--- config.mk ---
export PLATFORM = sky130hd
export DESIGN_NAME = picorv32_mem_initiator
export DESIGN_NICKNAME = d
export VERILOG_FILES = /design/src/rtl/picorv32_mem_pkg.sv /design/src/rtl/picorv32_mem_initiator_fifo.sv /design/src/rtl/picorv32_mem_initiator.sv
export SDC_FILE = /design/constraint.sdc
export NUM_CORES = 1
export LEC_CHECK = 0
export ABC_AREA = 1
export CORE_ASPECT_RATIO = 1.5
export CORE_MARGIN = 1.5
export CORE_UTILIZATION = 30
export DETAILED_ROUTE_END_ITERATION = 10
export PLACE_DENSITY = 0.55
export SETUP_SLACK_MARGIN = 0.15
export SLEW_MARGIN = 30
export SYNTH_ARGS = -nofsm -noshare
export SYNTH_HDL_FRONTEND = slang
export SYNTH_HIERARCHICAL = 1
export SYNTH_SLANG_ARGS = --single-unit
--- constraint.sdc ---
create_clock -name clk -period 13.4 [get_ports clk]
set_input_delay 2.01 -clock clk [delete_from_list [all_inputs] [get_ports clk]]
set_output_delay 2.01 -clock clk [all_outputs]
set_load 0.02 [all_outputs]
--- src/rtl/picorv32_mem_pkg.sv ---
// Shared types for the PicoRV32 native-bus initiator: FSM states, queued
// command record and the word-alignment helper.
package picorv32_mem_pkg;

   localparam int SIZE_OF_THE_BUS = 32;

   typedef enum logic [1:0] {
      ST_IDLE = 2'd0,
      ST_REQ  = 2'd1,
      ST_RESP = 2'd2
   } mem_state_t;

   typedef struct packed {
      logic                       instr;
      logic [SIZE_OF_THE_BUS-1:0] addr;
      logic [SIZE_OF_THE_BUS-1:0] wdata;
      logic [3:0]                 wstrb;
   } mem_cmd_t;

   function automatic logic [SIZE_OF_THE_BUS-1:0] align_word(
      input logic [SIZE_OF_THE_BUS-1:0] a
   );
      return {a[SIZE_OF_THE_BUS-1:2], 2'b00};
   endfunction

endpackage

--- src/rtl/picorv32_mem_initiator_fifo.sv ---
// Synchronous command queue. Pointers carry one extra wrap bit so that
// full and empty are distinguishable without an occupancy counter.
module mem_cmd_fifo
   import picorv32_mem_pkg::*;
#(
   parameter int DEPTH = 4
) (
   input  logic     clk,
   input  logic     reset,
   input  logic     push,
   input  logic     pop,
   input  mem_cmd_t din,
   output mem_cmd_t dout,
   output logic     full,
   output logic     empty
);

   localparam int AW = $clog2(DEPTH);

   mem_cmd_t       storage [DEPTH];
   logic [AW:0]    wr_ptr;
   logic [AW:0]    rd_ptr;

   assign empty = (wr_ptr == rd_ptr);
   assign full  = (wr_ptr[AW] != rd_ptr[AW]) && (wr_ptr[AW-1:0] == rd_ptr[AW-1:0]);
   assign dout  = storage[rd_ptr[AW-1:0]];

   // Entry storage; contents need no reset because empty masks them.
   always_ff @(posedge clk) begin
      if (push && !full) storage[wr_ptr[AW-1:0]] <= din;
   end

   // Pointer advance; simultaneous push and pop leave occupancy unchanged.
   always_ff @(posedge clk) begin
      if (reset) begin
         wr_ptr <= '0;
         rd_ptr <= '0;
      end else begin
         if (push && !full) wr_ptr <= wr_ptr + 1'b1;
         if (pop && !empty) rd_ptr <= rd_ptr + 1'b1;
      end
   end

endmodule

--- src/rtl/picorv32_mem_initiator.sv ---
// Drives queued commands one at a time onto the PicoRV32 native memory bus
// and returns one response per command, with a REQ-phase timeout.
//
// state   | meaning
// --------+-------------------------------------------------------------
// IDLE    | waiting for a queued command; pops and registers bus fields
// REQ     | mem_valid high, fields stable, waiting for mem_ready/timeout
// RESP    | rsp_valid high, fields stable until rsp_ready
module picorv32_mem_initiator
   import picorv32_mem_pkg::*;
#(
   parameter int FIFO_DEPTH     = 4,
   parameter int TIMEOUT_CYCLES = 64
) (
   input  logic                       clk,
   input  logic                       reset,
   input  logic                       cmd_valid,
   output logic                       cmd_ready,
   input  logic                       cmd_instr,
   input  logic [SIZE_OF_THE_BUS-1:0] cmd_addr,
   input  logic [SIZE_OF_THE_BUS-1:0] cmd_wdata,
   input  logic [3:0]                 cmd_wstrb,
   output logic                       rsp_valid,
   input  logic                       rsp_ready,
   output logic [SIZE_OF_THE_BUS-1:0] rsp_rdata,
   output logic                       rsp_write,
   output logic                       rsp_error,
   output logic                       mem_valid,
   output logic                       mem_instr,
   input  logic                       mem_ready,
   output logic [SIZE_OF_THE_BUS-1:0] mem_addr,
   output logic [SIZE_OF_THE_BUS-1:0] mem_wdata,
   output logic [3:0]                 mem_wstrb,
   input  logic [SIZE_OF_THE_BUS-1:0] mem_rdata,
   output logic                       busy,
   output logic [15:0]                txn_count,
   output logic [7:0]                 err_count
);

   localparam int TW = $clog2(TIMEOUT_CYCLES + 1);
   localparam logic [TW-1:0] TMR_LOAD = TW'(TIMEOUT_CYCLES - 1);

   mem_state_t state;
   mem_cmd_t   cmd_in;
   mem_cmd_t   q_head;
   logic       q_full;
   logic       q_empty;
   logic       q_push;
   logic       q_pop;
   logic [TW-1:0] tmr;

   assign cmd_in    = '{instr: cmd_instr, addr: cmd_addr, wdata: cmd_wdata, wstrb: cmd_wstrb};
   assign cmd_ready = !q_full;
   assign q_push    = cmd_valid && !q_full;
   assign q_pop     = (state == ST_IDLE) && !q_empty;
   assign busy      = (state != ST_IDLE) || !q_empty;

   mem_cmd_fifo #(.DEPTH(FIFO_DEPTH)) u_fifo (
      .clk   (clk),
      .reset (reset),
      .push  (q_push),
      .pop   (q_pop),
      .din   (cmd_in),
      .dout  (q_head),
      .full  (q_full),
      .empty (q_empty)
   );

   // Bus sequencing FSM; all bus and response outputs are registered here.
   always_ff @(posedge clk) begin
      if (reset) begin
         state     <= ST_IDLE;
         mem_valid <= 1'b0;
         mem_instr <= 1'b0;
         mem_addr  <= '0;
         mem_wdata <= '0;
         mem_wstrb <= '0;
         rsp_valid <= 1'b0;
         rsp_rdata <= '0;
         rsp_write <= 1'b0;
         rsp_error <= 1'b0;
         txn_count <= '0;
         err_count <= '0;
         tmr       <= '0;
      end else begin
         case (state)
            ST_IDLE: begin
               if (!q_empty) begin
                  mem_valid <= 1'b1;
                  mem_instr <= q_head.instr && (q_head.wstrb == 4'b0000);
                  mem_addr  <= align_word(q_head.addr);
                  mem_wdata <= (q_head.wstrb != 4'b0000) ? q_head.wdata : '0;
                  mem_wstrb <= q_head.wstrb;
                  tmr       <= TMR_LOAD;
                  state     <= ST_REQ;
               end
            end
            ST_REQ: begin
               // A ready on the final counted cycle still wins over the timeout.
               if (mem_ready) begin
                  mem_valid <= 1'b0;
                  rsp_valid <= 1'b1;
                  rsp_rdata <= (mem_wstrb == 4'b0000) ? mem_rdata : '0;
                  rsp_write <= (mem_wstrb != 4'b0000);
                  rsp_error <= 1'b0;
                  txn_count <= txn_count + 16'd1;
                  state     <= ST_RESP;
               end else if (tmr == '0) begin
                  mem_valid <= 1'b0;
                  rsp_valid <= 1'b1;
                  rsp_rdata <= '0;
                  rsp_write <= (mem_wstrb != 4'b0000);
                  rsp_error <= 1'b1;
                  txn_count <= txn_count + 16'd1;
                  if (err_count != 8'hFF) err_count <= err_count + 8'd1;
                  state     <= ST_RESP;
               end else begin
                  tmr <= tmr - 1'b1;
               end
            end
            ST_RESP: begin
               if (rsp_ready) begin
                  rsp_valid <= 1'b0;
                  state     <= ST_IDLE;
               end
            end
            default: state <= ST_IDLE;
         endcase
      end
   end

endmodule

# Word level (Yosys, flattened, before mapping)
# Memories as Yosys holds them, arrays and structs flattened. A register that Yosys moved wholly into a read port is not among the register bits.
# Cells that the tools add are included.
# op_classes
addsub	5
n_eq_ne	11
n_mux	30
n_bitwise	2
n_reduce_logical	26
# ops
op	count
32-bit two-way mux	4
16-bit two-way mux	2
7-bit two-way mux	3
16-bit by 1-bit adder with 16-bit output, second input constant	1
7-bit one-hot mux with 2 select lines	1
2-bit two-way mux	6
1-bit two-way mux	11
3-bit AND reduction	3
8-bit by 1-bit adder with 8-bit output, second input constant	1
4-bit logical NOT	2
2-bit inequality test, second input constant	4
8-bit inequality test, second input constant	1
4-bit AND reduction	2
2-bit nonzero test	4
4-bit nonzero test	2
7-bit logical NOT	1
7-bit by 1-bit subtractor with 7-bit output, second input constant	1
3-bit by 1-bit adder with 3-bit output, second input constant	2
1-bit logical AND	6
2-bit one-hot mux with 3 select lines	1
1-bit one-hot mux with 2 select lines	2
2-bit AND reduction	2
3-bit == test	1
3-bit inequality test, second input constant	1
8 further kinds	10
# totals
ff_bits	142
mem_bits_rw	276
wordCells	90
memories	1
# memory_table
name	words	word_bits	rd	rd_ports_with_merged_regs	write_ports	line_no	text
u_fifo.storage	4	69	1	1	1	picorv32_mem_initiator_fifo.sv:20	mem_cmd_t storage [DEPTH];

# Logic depth before layout (Yosys ltp)
# Gate-level depths: netlist of the first run.
# logic_depth
depth_word	7
depth_mapped	12
ltp_nobuf	11

# Modules after synthesis
# Netlist of the first run, hierarchy kept.
# modules_own_cells
mod	n_inst	cells_per_inst	area_per_inst_um2	seq_area_each_um2
mem_cmd_fifo	1	743	10719.0	8448.1
picorv32_mem_initiator	1	712	5521.5	2722.6

# Worst setup path before layout of the first run
# No wires, ideal clock.
# synth_timing
path_type	input to register
start	input port cmd_valid
end	memory u_fifo/storage[0][0] (netlist bit), enable pin
t_arrival_ns	5.282
required_time_ns	12.904
slack_ns	7.622
path_stages	4
path_buffers	0
cell_sequence	inv_1 nor2_1 nand2_1 nor2_1
# synth_via
elab_chain_len	4
# synth_rtl
element	line_no	text
start: declaration	picorv32_mem_initiator.sv:17	input logic cmd_valid,
1-bit logical AND	picorv32_mem_initiator.sv:54	assign q_push = cmd_valid && !q_full;
net q_push	picorv32_mem_initiator.sv:48	logic q_push;
1-bit logical AND	picorv32_mem_initiator_fifo.sv:30	if (push && !full) storage[wr_ptr[AW-1:0]] <= din;
1-bit two-way mux	picorv32_mem_initiator_fifo.sv:30	
1-bit two-way mux (implied by the code)	picorv32_mem_initiator_fifo.sv:30	
end: declaration	picorv32_mem_initiator_fifo.sv:20	
# The timed path passes the listed nets, and every way through them passes these cells.

# Worst setup path after layout of the first run
# layout_timing
start	register u_fifo.wr_ptr[0]
end	output port busy
# layout_via
elab_chain_len	3
# layout_rtl
element	line_no	text
start: declaration	picorv32_mem_initiator_fifo.sv:21	logic [AW:0] wr_ptr;
start signal: assignment	picorv32_mem_initiator_fifo.sv:39	if (push && !full) wr_ptr <= wr_ptr + 1'b1;
3-bit == test	picorv32_mem_initiator_fifo.sv:24	assign empty = (wr_ptr == rd_ptr);
net q_empty	picorv32_mem_initiator.sv:47	logic q_empty;
1-bit logical NOT	picorv32_mem_initiator.sv:56	assign busy = (state != ST_IDLE) || !q_empty;
1-bit logical OR	picorv32_mem_initiator.sv:56	
end: declaration	picorv32_mem_initiator.sv:35	output logic busy,
# The timed path passes the listed nets, and every way through them passes these cells.

==> results of run 1 <==
-- area by class of cell --
class,count,area (µm²),area share
flip-flops and latches,412,10900,0.546
clock inverters,19,126,0.00630
clock buffers,57,1150,0.0573
repair buffers,246,2450,0.122
diodes,4,10.0,0.000499
well taps,682,853,0.0426
multi-input cells,882,4310,0.215
inverters,56,214,0.0107
-- power by group through the flow --
stage	sequential [µW]	combinational, µW	clock (µW)
after detailed placement	1640	1090	0
final	1610	1080	1100
after global placement	1630	1080	0
after floorplan	1710	623	0
after global routing	1630	1200	1180
after CTS	1610	1100	1140
-- how the worst max path moves through the flow --
| stage | startpoint | end | slack [ns] | depth (start not counted) |
|---|---|---|---|---|
| 3_5_place_dp | cmd_valid | u_fifo/storage[3][22] | 8.84 | 8 |
| 4_1_cts | u_fifo/wr_ptr[0] | busy | 9.02 | 7 |
| 2_1_floorplan | cmd_valid | u_fifo/storage[0][0] | 7.71 | 4 |
| 5_1_grt | u_fifo/wr_ptr[0] | busy | 8.88 | 7 |
| 3_3_place_gp | cmd_valid | u_fifo/storage[0][22] | 8.70 | 6 |
| 6_report | u_fifo/wr_ptr[0] | busy | 9.07 | 7 |
-- worst max-delay path, cell delays in order, from the launching register on --
cell,delay (ns)
dfxtp_1,0.45
inv_1,0.12
nand2_1,0.08
nand2_1,0.07
nand3_1,0.21
inv_1,0.13
nand2_1,0.08
clkdlybuf4s50_1,0.63
-- sequential cells by signal (all words and copies together) (netlist names), 2 cells and up, named ones only --
register and flops:
u_fifo/storage 268, mem_wdata 32, rsp_rdata 32, mem_addr 30, txn_count 16, err_count 8
tmr 7, mem_wstrb 4, u_fifo/rd_ptr 3, u_fifo/wr_ptr 3, state 2
-- layout by cell type, fill, tap and decap left out, types with 4 or more instances in the layout --
cell type / count
nor2_4: 7
a22oi_1: 14
nor3_1: 5
edfxtp_1: 268
a22oi_2: 16
nand4_1: 7
buf_4: 10
nand2_2: 4
o21ai_1: 52
diode_2: 4
clkdlybuf4s50_1: 232
a21oi_1: 66
inv_2: 5
inv_1: 49
nand3_1: 24
o21ai_0: 165
o22ai_1: 67
clkbuf_16: 43
clkinv_1: 9
clkinv_2: 5
dfxtp_1: 142
ha_1: 9
clkbuf_1: 12
nor2_1: 311
nand2_1: 115
-- metrics by stage --
step                hold slack, ns  cells   util  instance area (µm²)  setup WS [ns]
finish                       0.454   2358  0.381                20000           9.07
CTS                          0.459   2353  0.381                20000           9.02
global route                 0.492   2357  0.381                20000           8.88
detailed placement           0.448   2277  0.356                18700           8.84
global placement             0.441   2277  0.356                18700           8.70
floorplan                    0.458   1438      -                16000           7.71
-- metal layers --
metal / up-vias / GRT usage / routed length [µm] / part of all wire
met5: - / 0 / 32 / 0.00078
met4: 4 / 0.0514 / 1060 / 0.026
met3: 71 / 0.0292 / 2340 / 0.057
met2: 293 / 0.272 / 21000 / 0.51
met1: 5440 / 0.166 / 16600 / 0.41
li1: 5442 / - / - / -
==> out/qor.yml, run 1 <==
timing:
  fin_tns_setup_ns: 0
  fmax_ghz: 0.231
  hold_viol_final: 0
  fin_skew_ns: 0.0104
  rsz0062_at_grt: "false"
  worst_slew_margin_rel: 0.377
  min_period_over_period: 0.323
  fin_crit_ns: 4.33
  tightest_slew_ns: 0.934
  setup_violations: 0
  slew_viol_final: 0
die:
  initial_core_util: 0.303
  die-area_um2: 54600
  io_pins: 237
  core.rowCount: 103
  die_w_um: 191
  core-area_um2: 52600
  die_h_um: 285
job:
  drv_cap: 0
clock_tree:
  clk_pin_slew_ns: 0.06
  holdBufCountCts: 0
  cts_buffer_depth: 3
  cts_sinks: 412
  insertion_delay_ns: 0.54
  cts_setup_buffers: 0
  cts_made_buffers: 41
  root_buffer: "clkbuf_16"
  htree_levels: 2
  cts_resized: 0
  cts_tree: "yes"
hold_path:
  min_path_type: "flip-flop to flip-flop"
  hold_start: "rsp_error"
  hold_end: "rsp_error"
  holdPathStages: 2
finish:
  fillers: 5174
  fin_nets: 1754
  drive_gt1_frac: 0.0688
  syn_to_final_growth_pct: 25.7
setup_path:
  reg2reg_setup_slack_ns: 9.99
  r2r_cells: 9
  critPathKind: "flip-flop to output port"
  end_kind: "output port"
  required_ns: 11.39
  rr_endpoint: "mem_wdata[30]"
  crit_fanout: 7
  startpoint_type: "flip-flop"
  critical_path_arrival_ns: 2.32
routing:
  drt_pass1_iterations: 5
  drcViolationCount: 0
  ant_nets: 0
  routed_wl_um: 41100
  drt_iter0_drc: 524
  vias: 11300
  vias_per_cell: 4.77
  drt-wirelength-per-cell_um: 17.4
global_routing:
  grt_max_degree: 75
  grt_pass1_vias: 11100
  grt_usage: 0.147
  antenna_found_initial: 6
  overflow: 0
  grt_first_pass_wirelength_um: 62300
place:
  io_buffers: 232
  hpwl_um: 23600
  gp_congestion: 0.792
power:
  switchingPower_uw: 1270
  pwr_density_cell_nw_per_um2: 189
  internal_power_uw: 2520
  leakage_uw: 0.00684
  pwr-share-comb: 0.286
  power_uw: 3790
  peakVddDrop_v: 0.000114
  pwr-share-clk: 0.289
  p_sw_frac: 0.335
  power_frac_seq: 0.425
yosys:
  ys_warn_count: 6
  synth_cells: 1437
  avgSynthCellArea_um2: 11.1
  syn_area_um2: 16000
status:
  outcome: "complete, no violations"
(Power assumes the default switching activity.)
==> run 2, diff against run 1 <==
- PLACE_DENSITY: 0.55 -> 0.57
- clock period: 13.4 -> 3.7 ns (I/O delays scaled with it)
==> run 2 against run 1 <==
Total power rose to 3.7 times the previous value. Count of clock-buffer cells in the layout decreased by 2. Via count grew 0.66%. Largest power group unchanged.
==> out/qor.yml, run 2 (synthesis results as in run 1) <==
setup_path:
  path_cells: "inv_1 -> nand2_1 -> nand2_1 -> nand3_1 -> inv_1 -> nand2_1 -> clkdlybuf4s50_1"
  path_buf_inv: 3  # unchanged
  startpoint_type: "flip-flop"
  critical_path_arrival_ns: 2.31  # about the same
  reg2reg_setup_slack_ns: 1.23  # -8.76 ns
  critPathKind: "flip-flop to output port"
  slowest_delay_ns: 0.66  # +0.03 ns
  end_kind: "output port"
  cp_slowest_cell: "clkdlybuf4s50_1"
  cpMostUsedCell: "nand2_1"
  required_ns: 3.14  # -8.25 ns
  critical_path.top_delay_family: "buffers and inverters"
  crit_fanout: 7  # unchanged
timing:
  fin_tns_setup_ns: 0  # unchanged
  worst_slew_margin_rel: 0.363  # -0.0144
  min_period_over_period: 0.774
  tightest_slew_ns: 0.954  # +0.0193 ns
  hold_viol_final: 0  # unchanged
  rsz0062_at_grt: "false"
  fin_crit_ns: 2.87
  fmax_ghz: 0.349
  fin_hold_ws_ns: 0.453  # -0.000518 ns
  fin_skew_ns: 0.0199  # +0.00952 ns
  slew_viol_final: 0  # unchanged
  setup_violations: 0  # unchanged
routing:
  drcViolationCount: 0  # unchanged
  vias_per_cell: 4.79  # +0.49%
  drt-wirelength-per-cell_um: 17.2  # -1.4%
  ant_nets: 0  # unchanged
  drt_pass1_iterations: 5  # unchanged
  routed_wl_um: 40500  # -1.3%
  vias: 11300  # +0.66%
  drt_iter0_drc: 573  # +9.4%
die:
  core.rowCount: 103  # unchanged
  die_h_um: 285  # unchanged
  initial_core_util: 0.303  # unchanged
  io_pins: 237  # unchanged
  core-area_um2: 52600  # unchanged
  die_w_um: 191  # unchanged
  die-area_um2: 54600  # unchanged
clock_tree:
  cts_setup_buffers: 0  # unchanged
  root_buffer: "clkbuf_16"
  cts_tree: "yes"
  clk_pin_slew_ns: 0.06  # about the same
  holdBufCountCts: 0  # unchanged
  cts_sinks: 412  # unchanged
  insertion_delay_ns: 0.55  # about the same
  cts_buffer_depth: 3  # unchanged
  cts_made_buffers: 41  # unchanged
  cts_resized: 0  # unchanged
  htree_levels: 2  # unchanged
global_routing:
  grt_pass1_vias: 11100  # +0.018%
  grt_usage: 0.145  # -0.00153
  grt_max_degree: 75  # unchanged
  grt_first_pass_wirelength_um: 61900  # -0.76%
  overflow: 0  # unchanged
  antenna_found_initial: 9  # +3
power:
  pwr_density_cell_nw_per_um2: 696  # +270%
  pwr-share-comb: 0.282  # -0.004
  leakage_uw: 0.00695  # +1.6%
  peakVddDrop_v: 0.000470  # +310%
  internal_power_uw: 9470  # +280%
  switchingPower_uw: 4620  # +260%
  power_frac_seq: 0.411  # -0.014
  p_sw_frac: 0.328  # -0.00693
  pwr-share-clk: 0.307  # +0.018
finish:
  fin_nets: 1758  # +0.23%
  largest_register_ffs: 268  # unchanged
  finalInstanceArea_um2: 20300  # +1.0%
  drive_gt1_frac: 0.0788  # +0.0100
  syn_to_final_growth_pct: 26.9
  fillers: 5134  # -0.77%
  final_common_cell: "nor2_1"
  seqCellArea_um2: 10900  # unchanged
  multi_input_area_um2: 4310  # unchanged
  final_cell_mix: "nor2_1, edfxtp_1, clkdlybuf4s50_1"
status:
  outcome: "complete, no violations"
hold_path:
  min_path_type: "flip-flop to flip-flop"
place:
  hpwl_um: 23500  # -0.37%
  gp_congestion: 0.763  # -3.6%
  io_buffers: 232  # unchanged
  placed_area_um2: 18800  # +0.51%
job:
  drv_cap: 0  # unchanged
run 2: worst register-to-register path: cells and delay by family, from the launching register on:
| kind | cells | cell delay, ns |
|---|---|---|
| simple gates | 6 | 1.03 |
| buf+inv | 3 | 0.55 |
| flops | 1 | 0.42 |
run 2: cell type report:
| class | instances | area share |
|---|---|---|
| sequential | 412 | 0.540 |
| antenna | 5 | 0.000618 |
| clock inverter | 20 | 0.0129 |
| clock buffer | 55 | 0.0563 |
| multi-input combinational | 882 | 0.213 |
| timing repair buffer | 250 | 0.125 |
| inverter | 56 | 0.0106 |
| tap | 682 | 0.0421 |
run 2: final timing paths:
check,startpoint,end,cells after the start
hold / removal,rsp_error,rsp_error,2
hold reg to reg,rsp_error,rsp_error,2
setup / recovery,u_fifo/wr_ptr[0],busy,7
setup reg to reg,u_fifo/wr_ptr[0],u_fifo/storage[1][30],9
run 2: stage by stage:
| step | power, µW | util | std cells | setup WS (ns) |
|---|---|---|---|---|
| floorplan | 8440 | - | 1438 | -0.760 |
| global placement | 9830 | 0.358 | 2282 | 0.960 |
| detailed placement | 9920 | 0.358 | 2282 | 1.01 |
| CTS | 14300 | 0.385 | 2357 | 0.810 |
| global route | 14900 | 0.385 | 2362 | 0.695 |
| finish | 14100 | 0.385 | 2362 | 0.834 |
run 2: power by group through the flow:
stage | clock network (µW) | logic, µW | registers (µW)
2_1_floorplan | 0 | 2260 | 6180
3_3_place_gp | 0 | 3950 | 5880
3_5_place_dp | 0 | 4020 | 5900
4_1_cts | 4470 | 4040 | 5800
5_1_grt | 4630 | 4400 | 5860
6_report | 4320 | 3970 | 5800
run 2: layer usage:
metal  vias up  track usage  share of wire
li1       5448            -              -
met2       307        0.255           0.49
met3        96       0.0297          0.056
met4         8       0.0711          0.041
met1      5465        0.168           0.41
met5         -            0         0.0015
